==> config.mk <==
export PLATFORM = sky130hd
export DESIGN_NAME = jstk2_spi_reader
export DESIGN_NICKNAME = d
export VERILOG_FILES = /design/src/rtl/jstk2_spi_reader.sv
export SDC_FILE = /design/constraint.sdc
export NUM_CORES = 1
export LEC_CHECK = 0
export CORE_ASPECT_RATIO = 0.7
export CORE_MARGIN = 2
export CORE_UTILIZATION = 37
export CTS_BUF_LIST = sky130_fd_sc_hd__clkbuf_2 sky130_fd_sc_hd__clkbuf_4 sky130_fd_sc_hd__clkbuf_8
export DETAILED_ROUTE_END_ITERATION = 10
export PLACE_DENSITY_LB_ADDON = 0.2
export SYNTH_ARGS = -nofsm -noshare
export SYNTH_HDL_FRONTEND = slang
export SYNTH_SLANG_ARGS = --single-unit
export TNS_END_PERCENT = 10
==> constraint.sdc <==
create_clock -name clk -period 3.37 [get_ports clk]
set_input_delay 0.337 -clock clk [delete_from_list [all_inputs] [get_ports clk]]
set_output_delay 0.337 -clock clk [all_outputs]
set_load 0.02 [all_outputs]
==> src/rtl/jstk2_spi_reader.sv <==
// Periodic SPI poller for the Pmod JSTK2: reads a 5-byte packet and presents X/Y/buttons atomically.
// Define JSTK2_RGB_CMD_EN to add led_r/led_g/led_b inputs and send the RGB LED command on MOSI.
module jstk2_spi_reader #(
   parameter int CLK_DIV     = 6,
   parameter int SS_SETUP    = 180,
   parameter int BYTE_GAP    = 120,
   parameter int POLL_PERIOD = 120000
) (
   input  logic       clk,
   input  logic       rst_n,
   input  logic       miso,
`ifdef JSTK2_RGB_CMD_EN
   input  logic [7:0] led_r,
   input  logic [7:0] led_g,
   input  logic [7:0] led_b,
`endif
   output logic       sclk,
   output logic       mosi,
   output logic       ss_n,
   output logic [9:0] xpos,
   output logic [9:0] ypos,
   output logic [1:0] button,
   output logic       data_valid
);

   localparam int POLL_W  = $clog2(POLL_PERIOD);
   localparam int TMR_MAX = (SS_SETUP > BYTE_GAP)
                            ? ((SS_SETUP > CLK_DIV) ? SS_SETUP : CLK_DIV)
                            : ((BYTE_GAP > CLK_DIV) ? BYTE_GAP : CLK_DIV);
   localparam int TMR_W   = $clog2(TMR_MAX);

   typedef enum logic [2:0] {
      ST_IDLE,
      ST_SETUP,
      ST_SHIFT,
      ST_GAP,
      ST_DONE
   } state_t;

   state_t              state_q, state_d;
   logic [POLL_W-1:0]   poll_cnt_q, poll_cnt_d;
   logic [TMR_W-1:0]    tmr_q, tmr_d;
   logic [2:0]          bit_cnt_q, bit_cnt_d;
   logic [2:0]          byte_idx_q, byte_idx_d;
   logic                sclk_q, sclk_d;
   logic                ss_n_q, ss_n_d;
   logic                miso_s1_q, miso_s1_d;
   logic                miso_s2_q, miso_s2_d;
   logic [7:0]          shift_q, shift_d;
   logic [9:0]          stage_x_q, stage_x_d;
   logic [9:0]          stage_y_q, stage_y_d;
   logic [1:0]          stage_btn_q, stage_btn_d;
   logic [9:0]          xpos_q, xpos_d;
   logic [9:0]          ypos_q, ypos_d;
   logic [1:0]          button_q, button_d;
   logic                data_valid_q, data_valid_d;
`ifdef JSTK2_RGB_CMD_EN
   logic [7:0]          led_r_q, led_r_d;
   logic [7:0]          led_g_q, led_g_d;
   logic [7:0]          led_b_q, led_b_d;
   logic                mosi_q, mosi_d;
   logic [7:0]          tx_byte;
`endif

   always_comb begin
      state_d      = state_q;
      poll_cnt_d   = (poll_cnt_q == POLL_W'(POLL_PERIOD - 1)) ? '0 : poll_cnt_q + 1'b1;
      tmr_d        = tmr_q + 1'b1;
      bit_cnt_d    = bit_cnt_q;
      byte_idx_d   = byte_idx_q;
      sclk_d       = sclk_q;
      ss_n_d       = ss_n_q;
      miso_s1_d    = miso;
      miso_s2_d    = miso_s1_q;
      shift_d      = shift_q;
      stage_x_d    = stage_x_q;
      stage_y_d    = stage_y_q;
      stage_btn_d  = stage_btn_q;
      xpos_d       = xpos_q;
      ypos_d       = ypos_q;
      button_d     = button_q;
      data_valid_d = 1'b0;
`ifdef JSTK2_RGB_CMD_EN
      led_r_d      = led_r_q;
      led_g_d      = led_g_q;
      led_b_d      = led_b_q;
`endif

      case (state_q)
         ST_IDLE: begin
            tmr_d = '0;
            // Poll counter free-runs, so successive transaction starts stay exactly one period apart
            if (poll_cnt_q == POLL_W'(POLL_PERIOD - 1)) begin
               state_d = ST_SETUP;
               ss_n_d  = 1'b0;
`ifdef JSTK2_RGB_CMD_EN
               led_r_d = led_r;
               led_g_d = led_g;
               led_b_d = led_b;
`endif
            end
         end
         ST_SETUP: begin
            if (tmr_q == TMR_W'(SS_SETUP - 1)) begin
               state_d    = ST_SHIFT;
               tmr_d      = '0;
               byte_idx_d = 3'd0;
               bit_cnt_d  = 3'd7;
               sclk_d     = 1'b0;
            end
         end
         ST_SHIFT: begin
            if (tmr_q == TMR_W'(CLK_DIV - 1)) begin
               tmr_d = '0;
               if (!sclk_q) begin
                  sclk_d  = 1'b1;
                  shift_d = {shift_q[6:0], miso_s2_q};
               end else begin
                  sclk_d = 1'b0;
                  if (bit_cnt_q == 3'd0) begin
                     case (byte_idx_q)
                        3'd0:    stage_x_d[7:0] = shift_q;
                        3'd1:    stage_x_d[9:8] = shift_q[1:0];
                        3'd2:    stage_y_d[7:0] = shift_q;
                        3'd3:    stage_y_d[9:8] = shift_q[1:0];
                        default: stage_btn_d    = shift_q[1:0];
                     endcase
                     state_d = (byte_idx_q == 3'd4) ? ST_DONE : ST_GAP;
                  end else begin
                     bit_cnt_d = bit_cnt_q - 3'd1;
                  end
               end
            end
         end
         ST_GAP: begin
            if (tmr_q == TMR_W'(BYTE_GAP - 1)) begin
               state_d    = ST_SHIFT;
               tmr_d      = '0;
               byte_idx_d = byte_idx_q + 3'd1;
               bit_cnt_d  = 3'd7;
            end
         end
         ST_DONE: begin
            // ss_n releases one cycle before the commit so data_valid lands just after the rise
            if (tmr_q == TMR_W'(CLK_DIV - 2)) begin
               ss_n_d = 1'b1;
            end
            if (tmr_q == TMR_W'(CLK_DIV - 1)) begin
               state_d      = ST_IDLE;
               tmr_d        = '0;
               xpos_d       = stage_x_q;
               ypos_d       = stage_y_q;
               button_d     = stage_btn_q;
               data_valid_d = 1'b1;
            end
         end
         default: begin
            state_d = ST_IDLE;
            tmr_d   = '0;
            ss_n_d  = 1'b1;
            sclk_d  = 1'b0;
         end
      endcase

`ifdef JSTK2_RGB_CMD_EN
      case (byte_idx_d)
         3'd0:    tx_byte = 8'h84;
         3'd1:    tx_byte = led_r_q;
         3'd2:    tx_byte = led_g_q;
         3'd3:    tx_byte = led_b_q;
         default: tx_byte = 8'h00;
      endcase
      mosi_d = (state_d == ST_SHIFT) ? tx_byte[bit_cnt_d] : 1'b0;
`endif
   end

   always_ff @(posedge clk or negedge rst_n) begin
      if (!rst_n) begin
         state_q      <= ST_IDLE;
         poll_cnt_q   <= '0;
         tmr_q        <= '0;
         bit_cnt_q    <= '0;
         byte_idx_q   <= '0;
         sclk_q       <= 1'b0;
         ss_n_q       <= 1'b1;
         miso_s1_q    <= 1'b0;
         miso_s2_q    <= 1'b0;
         shift_q      <= '0;
         stage_x_q    <= 10'd512;
         stage_y_q    <= 10'd512;
         stage_btn_q  <= '0;
         xpos_q       <= 10'd512;
         ypos_q       <= 10'd512;
         button_q     <= '0;
         data_valid_q <= 1'b0;
`ifdef JSTK2_RGB_CMD_EN
         led_r_q      <= '0;
         led_g_q      <= '0;
         led_b_q      <= '0;
         mosi_q       <= 1'b0;
`endif
      end else begin
         state_q      <= state_d;
         poll_cnt_q   <= poll_cnt_d;
         tmr_q        <= tmr_d;
         bit_cnt_q    <= bit_cnt_d;
         byte_idx_q   <= byte_idx_d;
         sclk_q       <= sclk_d;
         ss_n_q       <= ss_n_d;
         miso_s1_q    <= miso_s1_d;
         miso_s2_q    <= miso_s2_d;
         shift_q      <= shift_d;
         stage_x_q    <= stage_x_d;
         stage_y_q    <= stage_y_d;
         stage_btn_q  <= stage_btn_d;
         xpos_q       <= xpos_d;
         ypos_q       <= ypos_d;
         button_q     <= button_d;
         data_valid_q <= data_valid_d;
`ifdef JSTK2_RGB_CMD_EN
         led_r_q      <= led_r_d;
         led_g_q      <= led_g_d;
         led_b_q      <= led_b_d;
         mosi_q       <= mosi_d;
`endif
      end
   end

   assign sclk       = sclk_q;
   assign ss_n       = ss_n_q;
   assign xpos       = xpos_q;
   assign ypos       = ypos_q;
   assign button     = button_q;
   assign data_valid = data_valid_q;
`ifdef JSTK2_RGB_CMD_EN
   assign mosi       = mosi_q;
`else
   assign mosi       = 1'b0;
`endif

endmodule

==> impl_summary.md <==
Status
The run finished with clean final reports.

Die
The die outline area is 11980 µm². Once the floorplan was initialized, standard cells occupied 37.60% of the core. The die extent in x is 130.0 µm. From bottom edge to top edge, the die measures 92.18 µm. After floorplanning, the core was sized to cover 10930 µm².

The number of I/O pins is 29. The number of placement rows is 32.

Setup path
The type of the setup path with the least slack is flop to flop. Walking the worst path, the cells encountered are nor3b_2, nand4_1, nor2_2, nand2_2, mux2_2. The maximum fanout count along the critical path is 19. The data arrival at the endpoint of the critical path is 2.47 ns. For this design, the slowest cell found on the critical path is sky130_fd_sc_hd__dfrtp_1. The data required time at the worst endpoint is 3.61 ns. The maximum cell stage delay along the critical path is 0.70 ns.

The startpoint type of the worst setup path is a flop. The worst setup path is captured at a flop.

CTS
The number of buffers inserted for hold repair after clock tree synthesis is 0. The clock edge transition at the registers on the reported setup and hold paths is 0.09 ns. The CTS buffer count is 9. After clock tree synthesis, the repair step resized 0 gates.

The total number of clock tree sinks is 91. The number of buffers inserted to repair setup after CTS is 0. The clock tree buffer depth is 2. The source-to-sink clock delay at the later pin of the worst-skew pair is 0.35 ns. The tree is rooted in a sky130_fd_sc_hd__clkbuf_8. The number of H-tree levels is 3.

The clock tree from TritonCTS is yes.

Synth
Summing the areas of all compound-gate instances in the mapped netlist gives 5.358% of the synthesized area. Synthesis instantiated 49 different standard cells from the library. The most common flop cell mapped by yosys is sky130_fd_sc_hd__dfrtp_1.

The largest family of logic cells by synthesized area is multiplexers. Counting flops with a built-in enable in the synthesized netlist gives 0. For this run, asynchronously set or reset flops after synthesis account for 100.0%. After synthesis the netlist holds a flip-flop and latch count of 91. The instance count of the mapped netlist is 332. The post-synthesis average cell area is 12.38 µm². The Yosys step of the flow raised 0 warnings.

The xor/xnor cell area share of the yosys netlist is 4.049%. The post-synthesis simple-gate area fraction is 14.43%. After synthesis, the share of cell area in mux cells is 14.49%. Summing the areas of all fa, ha and maj instances in the mapped netlist gives 3.349% of the synthesized area. The number of nets in the synthesized netlist is 346. For this run, the register share of the synthesized area comes to 55.56%.

The combined area of all synthesized cells is 4110 µm².

Final layout
The number of standard cells in the final layout excluding fillers is 517. The net count of the finished layout is 373. The share of final-layout standard cells stronger than drive strength 1 is 23.35%. The finished cells cover 4693 µm². The area growth from synthesis to layout is 14.19%. The repair_antennas step left the layout with diodes totalling 0. At the end of the flow the core is filled with cells to 42.94%.

Timing
The number of slew-limit violations in the final report is 0. Hold timing on the final database bottoms out at a slack of 0.004288 ns. The final worst setup slack is 1.140 ns. The transition time at the pin with the least slew margin is 0.6586 ns. For the final database, setup skew stands at 0.01154 ns.

The number of setup violations in the final report is 0. Headroom to the max-slew limit came out at 56.09%. The final count of hold timing violations came to 0.

The summed negative setup slack over all endpoints is 0 ns. Setup repair after global routing left no endpoint under its margin. The final worst-path cycle share is 66.18%. The minimum clock period is 2.230 ns. Based on the critical path, the design can be clocked at up to 0.4484 GHz.

Place
The placed instances occupy a cell area of 4516 µm². During placement, the flow inserted port buffers numbering 27. Including well taps, the total number of placed cells is 501. The worst-case setup slack after placement is 1.161 ns. The final weighted congestion in routability-driven placement is 0.8649. Once detailed placement completed, the half-perimeter wirelength came to 5.087 mm.

Global route
The residual overflow from global routing is 0. The number of antenna violations at the first check in global routing is 0. The largest net degree at the start of global routing is 53. The first global-routing pass estimated 12.60 mm of wire. The global router's overall resource usage is 13.40%. The via count of the first global-routing pass came to 2505.

Power and ir drop
The completed layout was analyzed and its total power is 1.785 mW. The total leakage power is 2.107 nW. The peak supply drop is 0.1790 mV.

In this run the power density over the cells is 380.3 nW/µm².

Routing
The total length of routed wires is 7.305 mm. The residual antenna-violating net count after detailed routing is 0. The mean number of vias per cell is 4.897. For this run, design rule violations remaining after detail routing come to 0. The number of iterations in the first detailed-routing pass is 4. For this block, the via count after detailed routing is 2532. The mean routed wirelength per cell is 14.13 µm. The initial DRC count is 102.

Worst hold path
The worst min-delay path category is primary input to asynchronous set/reset pin.

Run
The tool flagged a number of max-cap violations equal to 0.
per-layer routing:
| metal | vias up | track usage [%] | part of all wire [%] |
|---|---|---|---|
| li1 | 1226 | - | - |
| met1 | 1271 | 20.49 | 55 |
| met2 | 31 | 18.54 | 42 |
| met3 | 4 | 3.851 | 2.7 |
| met4 | 0 | 3.226 | 0.55 |
| met5 | - | 0 | 0 |
cell usage in the layout, fill, tap and decap left out, types with 9 or more instances in the layout:
| cell | netlist | final |
|---|---|---|
| sky130_fd_sc_hd__xnor2_1 | 9 | 9 |
| sky130_fd_sc_hd__inv_1 | 9 | 9 |
| sky130_fd_sc_hd__clkbuf_8 | 0 | 10 |
| sky130_fd_sc_hd__xor2_1 | 10 | 10 |
| sky130_fd_sc_hd__nand3_1 | 16 | 16 |
| sky130_fd_sc_hd__ha_1 | 11 | 11 |
| sky130_fd_sc_hd__mux2_2 | 51 | 51 |
| sky130_fd_sc_hd__o21ai_0 | 11 | 11 |
| sky130_fd_sc_hd__nand2_1 | 18 | 18 |
| sky130_fd_sc_hd__nor2_1 | 19 | 19 |
| sky130_fd_sc_hd__dfrtp_1 | 86 | 86 |
| sky130_fd_sc_hd__clkdlybuf4s50_1 | 0 | 26 |
registers in the layout (all words and copies together) (netlist names), 8 cells and up:
register,flops
poll_cnt_q,17
stage_x_q,10
stage_y_q,10
xpos,10
ypos,10
shift_q,8
tmr_q,8
cell families (layout without fill, tap and decap cells):
logic type               count (synthesis)  count (layout)
flip-flops                              91              91
multiplexers                            53              53
buffers and inverters                   23              55
AO/OA/AOI/OAI                           32              32
adder cells (fa/ha/maj)                 11              11
AND/OR/NAND/NOR                        102             102
other                                    1               1
XOR/XNOR                                19              19
where the power goes:
part / internal (mW) / leakage, nW / switching, mW
logic: 0.00324 / 0.780 / 0.0220
clock network: 0.288 / 0.0924 / 0.379
registers: 1.09 / 1.23 / 0.000343
total: 1.38 / 2.11 / 0.401
cells in the mapped netlist (2+ instances only):
| cell type | instances | area share [%] |
|---|---|---|
| sky130_fd_sc_hd__and3b_1 | 4 | 0.85 |
| sky130_fd_sc_hd__o21ai_0 | 11 | 1.3 |
| sky130_fd_sc_hd__a21boi_0 | 2 | 0.37 |
| sky130_fd_sc_hd__nand2_1 | 18 | 1.6 |
| sky130_fd_sc_hd__buf_4 | 3 | 0.55 |
| sky130_fd_sc_hd__dfrtp_1 | 86 | 52 |
| sky130_fd_sc_hd__a221o_1 | 2 | 0.49 |
| sky130_fd_sc_hd__nand2_2 | 2 | 0.30 |
| sky130_fd_sc_hd__ha_1 | 11 | 3.3 |
| sky130_fd_sc_hd__nand4_1 | 7 | 1.1 |
| sky130_fd_sc_hd__a31oi_1 | 2 | 0.30 |
| sky130_fd_sc_hd__nor3_1 | 4 | 0.49 |
| sky130_fd_sc_hd__inv_1 | 9 | 0.82 |
| sky130_fd_sc_hd__nor2_2 | 2 | 0.30 |
| sky130_fd_sc_hd__nor4bb_1 | 2 | 0.49 |
| sky130_fd_sc_hd__o211ai_1 | 2 | 0.37 |
| sky130_fd_sc_hd__xnor2_1 | 9 | 1.9 |
| sky130_fd_sc_hd__nor2b_1 | 3 | 0.46 |
| sky130_fd_sc_hd__buf_2 | 4 | 0.49 |
| sky130_fd_sc_hd__and4_1 | 4 | 0.85 |
| sky130_fd_sc_hd__a22o_1 | 3 | 0.64 |
| sky130_fd_sc_hd__clkbuf_1 | 6 | 0.55 |
| sky130_fd_sc_hd__nor2_1 | 19 | 1.7 |
| sky130_fd_sc_hd__nand3_1 | 16 | 1.9 |
| sky130_fd_sc_hd__and3_1 | 5 | 0.76 |
| sky130_fd_sc_hd__xor2_1 | 10 | 2.1 |
| sky130_fd_sc_hd__a21oi_1 | 3 | 0.37 |
| sky130_fd_sc_hd__and2_1 | 2 | 0.30 |
| sky130_fd_sc_hd__nand2b_1 | 7 | 1.1 |
| sky130_fd_sc_hd__mux2_2 | 51 | 14 |
| sky130_fd_sc_hd__dfstp_2 | 5 | 3.2 |
critical path: cells and delay by family (launching register included):
kind	cells	cell delay, ns
flip-flops	1	0.70
multiplexers	1	0.32
AND/OR/NAND/NOR	4	1.09
worst paths after layout:
check,startpoint,to,slack (ns),cells after the start
max in group asynchronous,rst_n,xpos[9],2.57,2
min in group clk,miso_s1_q,miso_s2_q,0.37,0
hold reg to reg,miso_s1_q,miso_s2_q,0.37,0
setup / recovery,state_q[1],stage_x_q[3],1.14,5
setup reg to reg,state_q[1],stage_x_q[3],1.14,5
hold / removal,rst_n,xpos[5],0.004,1
cell type report:
class | instances | area (µm²)
repair buffers | 30 | 290.3
well taps | 153 | 191.4
flip-flops and latches | 91 | 2283
clock inverters | 6 | 40.04
fillers | 1006 | 6237
inverters | 9 | 33.78
multi-input cells | 218 | 1717
clock buffers | 10 | 137.6
Power figures use the tool's default switching activity.
